**src/rtl/cbc16_nibble_sequencer_if.sv**
```systemverilog
// Handshake bundle for the nibble sequencer: the plaintext word goes in and the ciphertext word comes out.
// Both channels transfer on a rising edge where valid && ready; a producer holds valid and its payload until then.
interface cbc16_nibble_sequencer_if;
  logic        in_valid;
  logic        in_ready;
  logic [15:0] in_data;
  logic [3:0]  in_key;
  logic [3:0]  in_iv;
  logic        out_valid;
  logic        out_ready;
  logic [15:0] out_data;

  modport master (
    output in_valid, in_data, in_key, in_iv, out_ready,
    input  in_ready, out_valid, out_data
  );

  modport slave (
    input  in_valid, in_data, in_key, in_iv, out_ready,
    output in_ready, out_valid, out_data
  );
endinterface

```
**src/rtl/cbc16_nibble_sequencer.sv**
```systemverilog
// Feeds a 16-bit word through an external 4-bit cipher core one nibble per clock,
// optionally CBC-chained, and returns the assembled ciphertext over a valid/ready port.
module cbc16_nibble_sequencer #(
  parameter bit CHAIN_EN = 1'b1
) (
  input  logic                            clk,
  input  logic                            rst,
  cbc16_nibble_sequencer_if.slave         bus,
  output logic [3:0]                      cph_p,
  output logic [3:0]                      cph_k,
  input  logic [3:0]                      cph_c,
  output logic                            busy,
  output logic [1:0]                      dbg_state
);

  localparam logic [1:0] S_IDLE = 2'd0;
  localparam logic [1:0] S_RUN  = 2'd1;
  localparam logic [1:0] S_DONE = 2'd2;

  logic [1:0]  state;
  logic [1:0]  cnt;
  logic [3:0]  key_r;
  logic [3:0]  chain_r;
  logic [15:0] pt_r;
  logic [15:0] ct_r;
  logic [3:0]  pt_nib;

  assign pt_nib = pt_r[cnt*4 +: 4];

  // Handshake flags depend on state only, so no combinational path from valid/ready.
  assign bus.in_ready  = (state == S_IDLE);
  assign bus.out_valid = (state == S_DONE);
  assign bus.out_data  = ct_r;
  assign busy          = (state == S_RUN) || (state == S_DONE);
  assign dbg_state     = state;

  assign cph_p = (state == S_RUN) ? (pt_nib ^ chain_r) : 4'h0;
  assign cph_k = key_r;

  always_ff @(posedge clk) begin
    if (rst) begin
      state   <= S_IDLE;
      cnt     <= 2'd0;
      key_r   <= 4'h0;
      chain_r <= 4'h0;
      pt_r    <= 16'h0000;
      ct_r    <= 16'h0000;
    end else begin
      case (state)
        S_IDLE: begin
          if (bus.in_valid) begin
            pt_r    <= bus.in_data;
            key_r   <= bus.in_key;
            chain_r <= CHAIN_EN ? bus.in_iv : 4'h0;
            cnt     <= 2'd0;
            state   <= S_RUN;
          end
        end
        S_RUN: begin
          ct_r[cnt*4 +: 4] <= cph_c;
          chain_r          <= CHAIN_EN ? cph_c : 4'h0;
          cnt              <= cnt + 2'd1;
          if (cnt == 2'd3) begin
            state <= S_DONE;
          end
        end
        S_DONE: begin
          // Exiting takes the whole edge; a waiting word is accepted on the next one.
          if (bus.out_ready) begin
            state <= S_IDLE;
          end
        end
        default: begin
          state <= S_IDLE;
        end
      endcase
    end
  end

endmodule
```
**src/flat_wrapper.sv**
```systemverilog
// flat-port wrapper written by rule: the top's interface ports become plain ports
module cbc16_nibble_sequencer_flat 
#(
  parameter bit CHAIN_EN = 1'b1
)
  (clk, rst, cph_p, cph_k, cph_c, busy, dbg_state, bus_in_valid, bus_in_data, bus_in_key, bus_in_iv, bus_out_ready, bus_in_ready, bus_out_valid, bus_out_data);
  cbc16_nibble_sequencer_if bus_i ();
  input  logic clk;
  input  logic rst;
  output logic [3:0] cph_p;
  output logic [3:0] cph_k;
  input  logic [3:0] cph_c;
  output logic busy;
  output logic [1:0] dbg_state;
  input wire logic [$bits(bus_i.in_valid)-1:0] bus_in_valid;
  input wire logic [$bits(bus_i.in_data)-1:0] bus_in_data;
  input wire logic [$bits(bus_i.in_key)-1:0] bus_in_key;
  input wire logic [$bits(bus_i.in_iv)-1:0] bus_in_iv;
  input wire logic [$bits(bus_i.out_ready)-1:0] bus_out_ready;
  output wire logic [$bits(bus_i.in_ready)-1:0] bus_in_ready;
  output wire logic [$bits(bus_i.out_valid)-1:0] bus_out_valid;
  output wire logic [$bits(bus_i.out_data)-1:0] bus_out_data;
  assign bus_i.in_valid = bus_in_valid;
  assign bus_i.in_data = bus_in_data;
  assign bus_i.in_key = bus_in_key;
  assign bus_i.in_iv = bus_in_iv;
  assign bus_i.out_ready = bus_out_ready;
  assign bus_in_ready = bus_i.in_ready;
  assign bus_out_valid = bus_i.out_valid;
  assign bus_out_data = bus_i.out_data;
  cbc16_nibble_sequencer #(.CHAIN_EN(CHAIN_EN)) u_core (.clk(clk), .rst(rst), .bus(bus_i), .cph_p(cph_p), .cph_k(cph_k), .cph_c(cph_c), .busy(busy), .dbg_state(dbg_state));
endmodule
```
**config.mk**
```make
export PLATFORM = sky130hd
export DESIGN_NAME = cbc16_nibble_sequencer_flat
export DESIGN_NICKNAME = d
export VERILOG_FILES = /design/src/rtl/cbc16_nibble_sequencer_if.sv /design/src/rtl/cbc16_nibble_sequencer.sv /design/src/flat_wrapper.sv
export SDC_FILE = /design/constraint.sdc
export NUM_CORES = 1
export LEC_CHECK = 0
export ABC_AREA = 1
export CAP_MARGIN = 30
export CORE_ASPECT_RATIO = 0.6
export CORE_MARGIN = 2
export CORE_UTILIZATION = 35
export DETAILED_ROUTE_END_ITERATION = 12
export GPL_ROUTABILITY_DRIVEN = 0
export GPL_TIMING_DRIVEN = 0
export PLACE_DENSITY_LB_ADDON = 0.12
export SLEW_MARGIN = 20
export SYNTH_ARGS = -nofsm -noshare
export SYNTH_HDL_FRONTEND = slang
export SYNTH_SLANG_ARGS = --single-unit
```
**constraint.sdc**
```tcl
create_clock -name clk -period 2.7 [get_ports clk]
set_input_delay 0.54 -clock clk [delete_from_list [all_inputs] [get_ports clk]]
set_output_delay 0.54 -clock clk [all_outputs]
set_load 0.05 [all_outputs]
```
Word-level counts from Yosys, hierarchy flattened. Index checks and enable logic that the tools add are counted.

Add/sub/neg operators: 2. Eq/ne operators: 6. Shift operators: 3. Muxes and demuxes: 10. Bitwise logic cells: 1. Reduce and logical (&&, ||, !) cells: 6.

Operator list (number): 4-bit negator with 34-bit output (1); 4-bit by 34-bit variable shift with 16-bit output, first input constant (1); 4-bit by 34-bit variable part select with 16-bit output (1); 16-bit bitwise mux (1); 16-bit by 5-bit variable part select with 4-bit output (1); 2-bit 2-to-1 mux (4); 4-bit 2-to-1 mux (2); 4-bit one-hot mux with 2 select lines (1); 2-bit != test, second input constant (3); 2-bit one-hot mux with 3 select lines (1); 2-bit == test, second input constant (2); 2-bit one-hot mux with 2 select lines (1); 2-bit AND reduction (2); 4-bit XOR (1); 3-bit AND reduction (1); 2-bit by 1-bit adder with 2-bit output, second input constant (1); 2-bit by 1-bit == test with 1-bit output, second input constant (1); 2-bit zero test (1); 2-bit nonzero test (1); 1-bit logical OR (1).

Register bits: 44. Bits of input ports: 32. Logic and storage cells: 34.

Depth between registers and ports, before layout. Gate-level depths: netlist (run 1).

Depth in word-level cells: 3. Gate-level depth with buffers: 8. Depth with buffers taken out: 7.

Least setup slack after synthesis (run 1). Ideal clock, no wire load.

Path type: register -> output. Start point: register u_core.state[0], in the netlist u_core.dbg_state[0]. End point: output port cph_p[0]. Data arrival time: 1799 ps. Data required time: 2160 ps. Slack: 361 ps. Stages on the path, launching flop included: 5. Path buffers: 1. Cell sequence: dfxtp_1 > ha_1 > buf_4 > nand2_1 > nor2_1.

Word-level cells in the longest chain between the ends: 2.

Ends and longest elaborated chain: start: declaration (RTL line cbc16_nibble_sequencer.sv:20) `logic [1:0] state;`; start signal: assignment (RTL line cbc16_nibble_sequencer.sv:42) `state <= S_IDLE;`; start signal: assignment (RTL line cbc16_nibble_sequencer.sv:56) `state <= S_RUN;`; start signal: assignment (RTL line cbc16_nibble_sequencer.sv:64) `state <= S_DONE;`; 2-bit by 1-bit == test with 1-bit output (RTL line cbc16_nibble_sequencer.sv:37) `assign cph_p = (state == S_RUN) ? (pt_nib ^ chain_r) : 4'h0;`; 4-bit 2-to-1 mux (RTL line cbc16_nibble_sequencer.sv:37); end: declaration (RTL line flat_wrapper.sv:10) `output logic [3:0] cph_p;`.

No other way between the ends.

Worst setup path after layout (run 1).
Start point: register u_core.cnt[1]. End point: output port cph_p[0].

Word-level cells in the longest chain between the ends: 3.

Ends and longest elaborated chain: start: declaration (RTL line cbc16_nibble_sequencer.sv:21) `logic [1:0] cnt;`; start signal: assignment (RTL line cbc16_nibble_sequencer.sv:62) `cnt <= cnt + 2'd1;`; 16-bit by 5-bit variable part select with 4-bit output (RTL line cbc16_nibble_sequencer.sv:28) `assign pt_nib = pt_r[cnt*4 +: 4];`; 4-bit XOR (RTL line cbc16_nibble_sequencer.sv:37); 4-bit 2-to-1 mux (RTL line cbc16_nibble_sequencer.sv:37).

No other way between the ends.

==> metrics.txt, run 1 <==
# TYPE chip_impl_metric gauge
chip_impl_metric{name="drt_pre_antenna_iters",unit=""} 4
chip_impl_metric{name="peakVddDrop",unit="mV"} 0.910
chip_impl_metric{name="timing.critical_path.required",unit="ns"} 2.16
chip_impl_metric{name="clock_sink_count",unit=""} 44
chip_impl_metric{name="hpwl",unit="mm"} 4.08
chip_impl_metric{name="power.share.clock",unit=""} 0.162
chip_impl_metric{name="via_count",unit=""} 2053
chip_impl_metric{name="total_switching_power",unit="mW"} 1.22
chip_impl_metric{name="route.detailed.vias_per_inst",unit=""} 4.70
chip_impl_metric{name="antenna_cells_inserted",unit=""} 0
chip_impl_metric{name="worst-endpoint-arrival",unit="ns"} 2.04
chip_impl_metric{name="cap_violations",unit=""} 0
chip_impl_metric{name="final_antenna_net_count",unit=""} 0
chip_impl_metric{name="grt_start_max_net_pins",unit=""} 13
chip_impl_info{name="min_path_type",value="reg2reg"} 1
chip_impl_metric{name="hold_buffers",unit=""} 0
chip_impl_metric{name="final-setup-viol-count",unit=""} 0
chip_impl_metric{name="final.hold.worst_slack",unit="ns"} 0.468
chip_impl_metric{name="final.min_clock_period",unit="ns"} 2.58
chip_impl_metric{name="pin_count",unit=""} 61
chip_impl_metric{name="placeableCoreArea",unit="um^2"} 5540
chip_impl_metric{name="crit_fanout",unit=""} 9
chip_impl_info{name="grt_setup_unrepaired",value="no"} 1
chip_impl_metric{name="grt.overflow.total",unit=""} 0
chip_impl_metric{name="syn-mean-instance-area",unit="um^2"} 6.89
chip_impl_metric{name="gate_count_of_the_mapped_netlist",unit=""} 290
chip_impl_metric{name="route.detailed.drc",unit=""} 0
chip_impl_metric{name="groute.usage.overall",unit=""} 0.178
chip_impl_metric{name="synth_cell_type_count",unit=""} 17
chip_impl_info{name="run_status",value="finished clean"} 1
chip_impl_info{name="synthDominantAreaCellType",value="sky130_fd_sc_hd__dfxtp_1"} 1
chip_impl_metric{name="clkLatencyLatePin",unit="ns"} 0.30
chip_impl_metric{name="floorplan.initialDensity",unit=""} 0.360
chip_impl_metric{name="design_area",unit="um^2"} 2770
chip_impl_metric{name="postLayoutCoreUtil",unit=""} 0.499
chip_impl_metric{name="die_y",unit="um"} 62.5
chip_impl_metric{name="grt_first_pass_wirelength",unit="mm"} 8.87
chip_impl_metric{name="die-width",unit="um"} 102
chip_impl_metric{name="wirelength",unit="mm"} 5.44
chip_impl_metric{name="detail_route.wl_per_cell",unit="um"} 12.4
chip_impl_metric{name="post_synth_instance_area",unit="um^2"} 2000
chip_impl_metric{name="hold_violations",unit=""} 0
chip_impl_metric{name="share_comb_of_total_power",unit=""} 0.503
chip_impl_metric{name="share_of_the_synthesized_area_in_the_top_cell_type",unit=""} 0.441
chip_impl_metric{name="synth_seq_area_share",unit=""} 0.441
chip_impl_metric{name="internal_power",unit="mW"} 1.43
chip_impl_metric{name="first_global_vias",unit=""} 1810
chip_impl_metric{name="detailedRoute.firstIterationViolations",unit=""} 97
chip_impl_metric{name="nNetsFinal",unit=""} 397
chip_impl_metric{name="syn_nets",unit=""} 331
chip_impl_metric{name="clock_tree.htree_level_count",unit=""} 2
chip_impl_metric{name="powerDensity",unit="nW/um^2"} 960
chip_impl_metric{name="floorplan.die_area",unit="um^2"} 6350
chip_impl_metric{name="share_seq_of_total_power",unit=""} 0.335
chip_impl_info{name="tritoncts_clock_tree",value="built"} 1
chip_impl_metric{name="final-max-slew-violation-count",unit=""} 0
chip_impl_metric{name="fin_worst_skew",unit="ns"} 0.00697
chip_impl_metric{name="num_rows",unit=""} 21
chip_impl_metric{name="netSwitchingFraction",unit=""} 0.460
chip_impl_metric{name="worst_setup_hold_path_clk_slew",unit="ns"} 0.08
chip_impl_metric{name="muxShareOfSynthArea",unit=""} 0
chip_impl_info{name="largest_family_of_logic_cells_by_synthesized_area",value="simple AND/OR/NAND/NOR gates"} 1
chip_impl_metric{name="area_after_dpl",unit="um^2"} 2690
chip_impl_metric{name="timing.fmax",unit="MHz"} 388
chip_impl_metric{name="numCtsBuffers",unit=""} 5
chip_impl_info{name="clock-root-buffer",value="sky130_fd_sc_hd__clkbuf_8"} 1
chip_impl_info{name="crit_path_start_kind",value="register"} 1
chip_impl_metric{name="ys_warn_count",unit=""} 0
chip_impl_metric{name="synth_compound_area_frac",unit=""} 0.127
chip_impl_metric{name="drive_gt1_frac",unit=""} 0.0504
chip_impl_metric{name="fin_setup_tns",unit="ns"} 0
chip_impl_metric{name="p_leak",unit="nW"} 1.13
chip_impl_metric{name="cts_max_path_buffers",unit=""} 2
chip_impl_metric{name="reg2reg_setup_slack",unit="ns"} 0.72
chip_impl_metric{name="synth_simple_gate_area_frac",unit=""} 0.314
chip_impl_metric{name="placement.io_buffers",unit=""} 59
chip_impl_info{name="setup_crit_path_kind",value="reg2out"} 1
chip_impl_metric{name="antenna_violations_before_repair",unit=""} 0
chip_impl_metric{name="fin_crit_sh",unit=""} 0.955
chip_impl_metric{name="synth-adder-area-share",unit=""} 0.0564
chip_impl_info{name="setup.worst_path.end_class",value="output pin"} 1
chip_impl_metric{name="post_synth_xor_area_fraction",unit=""} 0
chip_impl_info{name="synth_top_cells_by_area",value="sky130_fd_sc_hd__dfxtp_1, sky130_fd_sc_hd__nand2_1, sky130_fd_sc_hd__nor2_1"} 1
chip_impl_metric{name="slew_headroom",unit=""} 0.658
chip_impl_metric{name="actual_slew_at_the_worst_max_slew_pin",unit="ns"} 0.511
chip_impl_metric{name="layout-area-overhead-vs-synth",unit="%"} 38.5
chip_impl_metric{name="yosys_register_bits",unit=""} 44
-- cells by family (layout without fill, tap and decap cells) --
family,Yosys count,in the layout
AO/OA/AOI/OAI,50,50
AND/OR/NAND/NOR,158,158
buffers and inverters,29,96
adder cells (fa/ha/maj),9,9
flip-flops,44,44
-- flip-flops by register name (all words and copies together), names as in the netlist --
signal / count
u_core.bus.out_data: 16
u_core.chain_r: 4
u_core.cnt: 2
u_core.cph_k: 4
u_core.dbg_state: 2
u_core.pt_r: 16
-- per-layer routing --
metal	GRT usage	vias to the layer above	share of wire
met2	0.234	57	0.38
met1	0.277	933	0.55
met5	0	-	0
li1	-	1058	-
met3	0.0503	5	0.064
met4	0.0456	0	0.0077
-- power by group through the flow --
stage          sequential, mW  clock, mW  combinational (mW)
3_3_place_gp            0.902          0                1.33
5_1_grt                 0.906      0.465                1.48
6_report                0.891      0.430                1.33
3_5_place_dp            0.903          0                1.34
4_1_cts                 0.890      0.435                1.34
2_1_floorplan            1.03          0               0.813
-- worst max-delay path, cell delays in order, from the launching register on --
cell and delay (ns):
sky130_fd_sc_hd__dfxtp_1 0.56, sky130_fd_sc_hd__inv_1 0.27, sky130_fd_sc_hd__nand3_1 0.17, sky130_fd_sc_hd__a21oi_1 0.07
sky130_fd_sc_hd__nor2_1 0.13, sky130_fd_sc_hd__dlygate4sd2_1 0.54
-- layout by cell type, fill, tap and decap left out, drive strengths merged --
cell,n
ha,9
dfxtp,44
buf,7
clkbuf,13
o21ai,28
clkdlybuf4s15,1
nand2,69
clkdlybuf4s50,55
dlygate4sd2,1
a21oi,22
nand3,22
inv,19
nor3,2
nor2,65
-- Yosys cell counts --
cell type and count:
sky130_fd_sc_hd__nor3_2 1, sky130_fd_sc_hd__nor3_1 1, sky130_fd_sc_hd__clkbuf_1 2, sky130_fd_sc_hd__ha_1 9, sky130_fd_sc_hd__buf_2 4, sky130_fd_sc_hd__dfxtp_1 44, sky130_fd_sc_hd__nor2_1 65, sky130_fd_sc_hd__o21ai_0 27
sky130_fd_sc_hd__a21oi_1 22, sky130_fd_sc_hd__o21ai_2 1, sky130_fd_sc_hd__nand3_1 22, sky130_fd_sc_hd__buf_1 1, sky130_fd_sc_hd__nand2_1 69, sky130_fd_sc_hd__buf_4 2, sky130_fd_sc_hd__clkbuf_2 1, sky130_fd_sc_hd__inv_2 1
sky130_fd_sc_hd__inv_1 18
-- what timing repair did --
item	in CTS	in global routing
resized for setup	4	5
setup endpoints to repair	4	3
buffers inserted	0	0
-- layout make-up --
class | count | area (um^2)
plain buffers | 10 | 51.3
well taps | 80 | 100
multi-input cells | 217 | 995
flip-flops and latches | 44 | 881
repair buffers | 59 | 579
clock buffers | 8 | 90.1
fillers | 572 | 2780
inverters | 19 | 71.3
-- stage by stage --
step / worst slack [ns] / total power [mW] / instances
6_report: 0.122 / 2.66 / 437
3_5_place_dp: 0.147 / 2.24 / 429
4_1_cts: 0.107 / 2.66 / 437
5_1_grt: 0.0119 / 2.85 / 437
2_1_floorplan: 0.361 / 1.85 / 290
3_3_place_gp: 0.187 / 2.23 / 429
-- path summary, 6_finish.rpt --
kind / from / end / cells past startpoint
worst min register to register: u_core.bus.out_data[11]$_SDFFE_PP0P_ / u_core.bus.out_data[11]$_SDFFE_PP0P_ / 2
worst min-delay path: u_core.bus.out_data[11]$_SDFFE_PP0P_ / u_core.bus.out_data[11]$_SDFFE_PP0P_ / 2
worst max-delay path: u_core.cnt[1]$_SDFFE_PP0P_ / cph_p[0] / 5
worst max register to register: u_core.cnt[1]$_SDFFE_PP0P_ / u_core.bus.out_data[2]$_SDFFE_PP0P_ / 5
(Power assumes the default switching activity.)
==> run 2, diff against run 1 <==
--- a/config.mk
+++ b/config.mk
@@ -5,7 +5,6 @@
 export SDC_FILE = /design/constraint.sdc
 export NUM_CORES = 1
 export LEC_CHECK = 0
-export ABC_AREA = 1
 export CAP_MARGIN = 30
 export CORE_ASPECT_RATIO = 0.6
 export CORE_MARGIN = 2
@@ -13,8 +12,8 @@
 export DETAILED_ROUTE_END_ITERATION = 12
 export GPL_ROUTABILITY_DRIVEN = 0
 export GPL_TIMING_DRIVEN = 0
-export PLACE_DENSITY_LB_ADDON = 0.12
-export SLEW_MARGIN = 20
+export PLACE_DENSITY_LB_ADDON = 0.05
+export SLEW_MARGIN = 30
 export SYNTH_ARGS = -nofsm -noshare
 export SYNTH_HDL_FRONTEND = slang
 export SYNTH_SLANG_ARGS = --single-unit
==> run 2 against run 1 <==
Effect of this change: sequential cell count stayed put; design area is 0.54% lower; via count is 15% lower; area after synthesis is 0.94% lower; die area is 0.89% lower; wire length is 4.3% lower; critical endpoint is now cph_p[1]; largest power group unchanged; highest routed layer unchanged.
==> metrics.txt, run 2 <==
# TYPE chip_impl_metric gauge
chip_impl_metric{name="detail_route.wl_per_cell",unit="um"} 14.5
chip_impl_metric{name="antenna_cells_inserted",unit=""} 0
chip_impl_info{name="run_status",value="finished clean"} 1
chip_impl_metric{name="share_seq_of_total_power",unit=""} 0.350
chip_impl_metric{name="worst-endpoint-arrival",unit="ns"} 1.96
chip_impl_metric{name="fin_crit_sh",unit=""} 0.927
chip_impl_info{name="crit_path_start_kind",value="register"} 1
chip_impl_metric{name="drive_gt1_frac",unit=""} 0.0928
chip_impl_info{name="mostFrequentLayoutCells",value="sky130_fd_sc_hd__clkdlybuf4s50_1, sky130_fd_sc_hd__nand2_1, sky130_fd_sc_hd__dfxtp_1"} 1
chip_impl_metric{name="final-setup-viol-count",unit=""} 0
chip_impl_metric{name="post_synth_instance_area",unit="um^2"} 1980
chip_impl_metric{name="power.share.clock",unit=""} 0.212
chip_impl_metric{name="clock_sink_count",unit=""} 44
chip_impl_info{name="setup.worst_path.end_class",value="output pin"} 1
chip_impl_metric{name="crit_fanout",unit=""} 10
chip_impl_metric{name="layout-area-overhead-vs-synth",unit="%"} 39.1
chip_impl_info{name="min_path_type",value="reg2reg"} 1
chip_impl_metric{name="timing.critical_path.required",unit="ns"} 2.16
chip_impl_metric{name="synth_cell_type_count",unit=""} 26
chip_impl_metric{name="postLayoutCoreUtil",unit=""} 0.499
chip_impl_metric{name="nNetsFinal",unit=""} 331
chip_impl_metric{name="first_global_vias",unit=""} 1703
chip_impl_metric{name="grt_first_pass_wirelength",unit="mm"} 8.64
chip_impl_metric{name="placed_cells_incl_taps",unit=""} 352
chip_impl_metric{name="clkLatencyLatePin",unit="ns"} 0.30
chip_impl_metric{name="final-max-slew-violation-count",unit=""} 0
chip_impl_metric{name="gate_count_of_the_mapped_netlist",unit=""} 224
chip_impl_metric{name="design_area",unit="um^2"} 2750
chip_impl_metric{name="via_count",unit=""} 1749
chip_impl_metric{name="share_comb_of_total_power",unit=""} 0.438
chip_impl_metric{name="synth_enable_flop_cells",unit=""} 0
chip_impl_metric{name="num_rows",unit=""} 21
chip_impl_metric{name="antenna_violations_before_repair",unit=""} 0
chip_impl_metric{name="die_y",unit="um"} 62.3
chip_impl_info{name="launch_instance_of_the_worst_register_to_register_path",value="u_core.cnt[0]$_SDFFE_PP0P_"} 1
chip_impl_metric{name="cts_max_path_buffers",unit=""} 2
chip_impl_metric{name="die-width",unit="um"} 101
chip_impl_metric{name="p_leak",unit="nW"} 1.04
chip_impl_metric{name="ys_warn_count",unit=""} 0
chip_impl_metric{name="route.detailed.vias_per_inst",unit=""} 4.86
chip_impl_metric{name="final_antenna_net_count",unit=""} 0
chip_impl_metric{name="async_flop_share",unit=""} 0
chip_impl_info{name="setup_crit_path_kind",value="reg2out"} 1
chip_impl_metric{name="numCtsBuffers",unit=""} 5
chip_impl_metric{name="share_of_the_synthesized_area_in_the_top_cell_type",unit=""} 0.445
chip_impl_metric{name="fin_worst_skew",unit="ns"} 0.00431
chip_impl_metric{name="timing.fmax",unit="MHz"} 400
chip_impl_metric{name="area_after_dpl",unit="um^2"} 2660
chip_impl_metric{name="internal_power",unit="mW"} 1.41
chip_impl_metric{name="placeableCoreArea",unit="um^2"} 5520
chip_impl_metric{name="netSwitchingFraction",unit=""} 0.403
chip_impl_info{name="rr_endpoint",value="u_core.bus.out_data[5]$_SDFFE_PP0P_"} 1
chip_impl_info{name="synthMostInstantiatedCell",value="sky130_fd_sc_hd__nand2_1"} 1
chip_impl_metric{name="syn_nets",unit=""} 265
chip_impl_metric{name="floorplan.initialDensity",unit=""} 0.359
chip_impl_metric{name="synth_seq_area_share",unit=""} 0.445
chip_impl_info{name="synthDominantAreaCellType",value="sky130_fd_sc_hd__dfxtp_1"} 1
chip_impl_info{name="whs_endpoint",value="u_core.bus.out_data[4]$_SDFFE_PP0P_"} 1
chip_impl_metric{name="hpwl",unit="mm"} 3.89
chip_impl_metric{name="wirelength",unit="mm"} 5.20
chip_impl_metric{name="placement.io_buffers",unit=""} 59
chip_impl_info{name="tritoncts_clock_tree",value="built"} 1
chip_impl_metric{name="grt.overflow.total",unit=""} 0
chip_impl_metric{name="clock_tree.htree_level_count",unit=""} 2
chip_impl_metric{name="syn-mean-instance-area",unit="um^2"} 8.84
chip_impl_info{name="grt_setup_unrepaired",value="no"} 1
chip_impl_metric{name="actual_slew_at_the_worst_max_slew_pin",unit="ns"} 0.539
chip_impl_metric{name="hold_violations",unit=""} 0
chip_impl_metric{name="powerDensity",unit="nW/um^2"} 860
chip_impl_metric{name="reg2reg_setup_slack",unit="ns"} 0.72
chip_impl_metric{name="yosys_register_bits",unit=""} 44
chip_impl_metric{name="cap_violations",unit=""} 0
chip_impl_info{name="ys_dominant_reg_cell",value="sky130_fd_sc_hd__dfxtp_1"} 1
chip_impl_metric{name="route.detailed.drc",unit=""} 0
chip_impl_metric{name="grt_start_max_net_pins",unit=""} 15
chip_impl_metric{name="total_switching_power",unit="mW"} 0.954
chip_impl_metric{name="groute.usage.overall",unit=""} 0.176
chip_impl_metric{name="pin_count",unit=""} 61
chip_impl_metric{name="drt_pre_antenna_iters",unit=""} 4
chip_impl_metric{name="min_delay_path_depth",unit=""} 2
chip_impl_metric{name="slew_headroom",unit=""} 0.641
chip_impl_info{name="clock-root-buffer",value="sky130_fd_sc_hd__clkbuf_8"} 1
chip_impl_metric{name="final.min_clock_period",unit="ns"} 2.50
chip_impl_metric{name="detailedRoute.firstIterationViolations",unit=""} 88
chip_impl_metric{name="postCtsSetupBuffers",unit=""} 0
chip_impl_info{name="hp-start",value="u_core.bus.out_data[4]$_SDFFE_PP0P_"} 1
chip_impl_metric{name="worst_setup_hold_path_clk_slew",unit="ns"} 0.08
chip_impl_info{name="most_used_standard_cells_in_the_synthesized_netlist",value="sky130_fd_sc_hd__nand2_1, sky130_fd_sc_hd__dfxtp_1, sky130_fd_sc_hd__a21oi_1"} 1
chip_impl_metric{name="floorplan.die_area",unit="um^2"} 6290
chip_impl_metric{name="worstRegToRegCells",unit=""} 7
chip_impl_metric{name="peakVddDrop",unit="mV"} 0.431
chip_impl_info{name="synth_top_cells_by_area",value="sky130_fd_sc_hd__dfxtp_1, sky130_fd_sc_hd__nand2_1, sky130_fd_sc_hd__a21oi_1"} 1
chip_impl_info{name="mostFrequentLayoutCell",value="sky130_fd_sc_hd__clkdlybuf4s50_1"} 1
chip_impl_metric{name="final_cell_count_no_fill",unit=""} 360
[run 2: power by group through the flow]
stage	registers, mW	clock network (mW)	logic, mW
floorplan	0.948	0	0.619
global placement	0.842	0	1.04
detailed placement	0.842	0	1.05
CTS	0.828	0.518	1.05
global route	0.845	0.547	1.13
finish	0.829	0.503	1.04
[run 2: worst max path at each step]
stage,from,end,cells after the start
floorplan,u_core.dbg_state[0]$_SDFFE_PP0P_,cph_p[0],4
global placement,u_core.cnt[1]$_SDFFE_PP0P_,cph_p[2],4
detailed placement,u_core.cnt[1]$_SDFFE_PP0P_,cph_p[1],4
CTS,u_core.cnt[0]$_SDFFE_PP0P_,cph_p[2],5
global route,u_core.dbg_state[1]$_SDFFE_PP0P_,cph_p[1],6
finish,u_core.dbg_state[1]$_SDFFE_PP0P_,cph_p[1],6
[run 2: area by class of cell]
| type | count | area [um^2] |
|---|---|---|
| Sequential cell | 44 | 883 |
| Inverter | 6 | 22.5 |
| Clock buffer | 5 | 68.8 |
| Fill cell | 554 | 2770 |
| Clock inverter | 3 | 42.5 |
| Multi-Input combinational cell | 160 | 1010 |
| Buffer | 14 | 65.1 |
| Tap cell | 69 | 86.3 |
| Timing Repair Buffer | 59 | 571 |
[run 2: cell families (layout without fill, tap and decap cells)]
logic type                 Yosys count  in the layout  share of synthesized area
muxes                               11             11                     0.0815
and+or+nand+nor                     91             91                      0.207
AOI/OAI and AO/OA                   44             44                      0.144
xor gates and xnor gates             5              5                     0.0221
DFF                                 44             44                      0.445
buffers and inverters               20             87                     0.0430
adders and majority gates            9              9                     0.0569
[run 2: timing repair]
action	4_1_cts	5_1_grt
hold buffers	0	0
gates resized for setup	13	10
hold endpoints to repair	0	0
endpoints found under the setup margin	4	4
[run 2: worst max-delay path, stage by stage (launching register included)]
cell,delay [ns]
sky130_fd_sc_hd__dfxtp_1,0.35
sky130_fd_sc_hd__inv_1,0.08
sky130_fd_sc_hd__ha_1,0.28
sky130_fd_sc_hd__clkbuf_4,0.27
sky130_fd_sc_hd__buf_2,0.25
sky130_fd_sc_hd__and2_1,0.17
sky130_fd_sc_hd__buf_2,0.26
[run 2: per-layer routing]
layer,vias to the layer above,share of wire,global-route usage
li1,903,-,-
met1,798,0.60,0.300
met2,44,0.35,0.211
met3,4,0.052,0.0439
met4,0,0.0056,0.0355
met5,-,0,0
[run 2: through the flow]
step,setup TNS [ns],hold slack (ns),power (mW),setup slack [ns]
finish,0,0.457,2.37,0.198
global route,0,0.477,2.52,0.0642
CTS,0,0.459,2.40,0.0434
detailed placement,-0.310,0.447,1.89,-0.113
global placement,-0.317,0.443,1.88,-0.102
floorplan,0,0.433,1.57,0.365
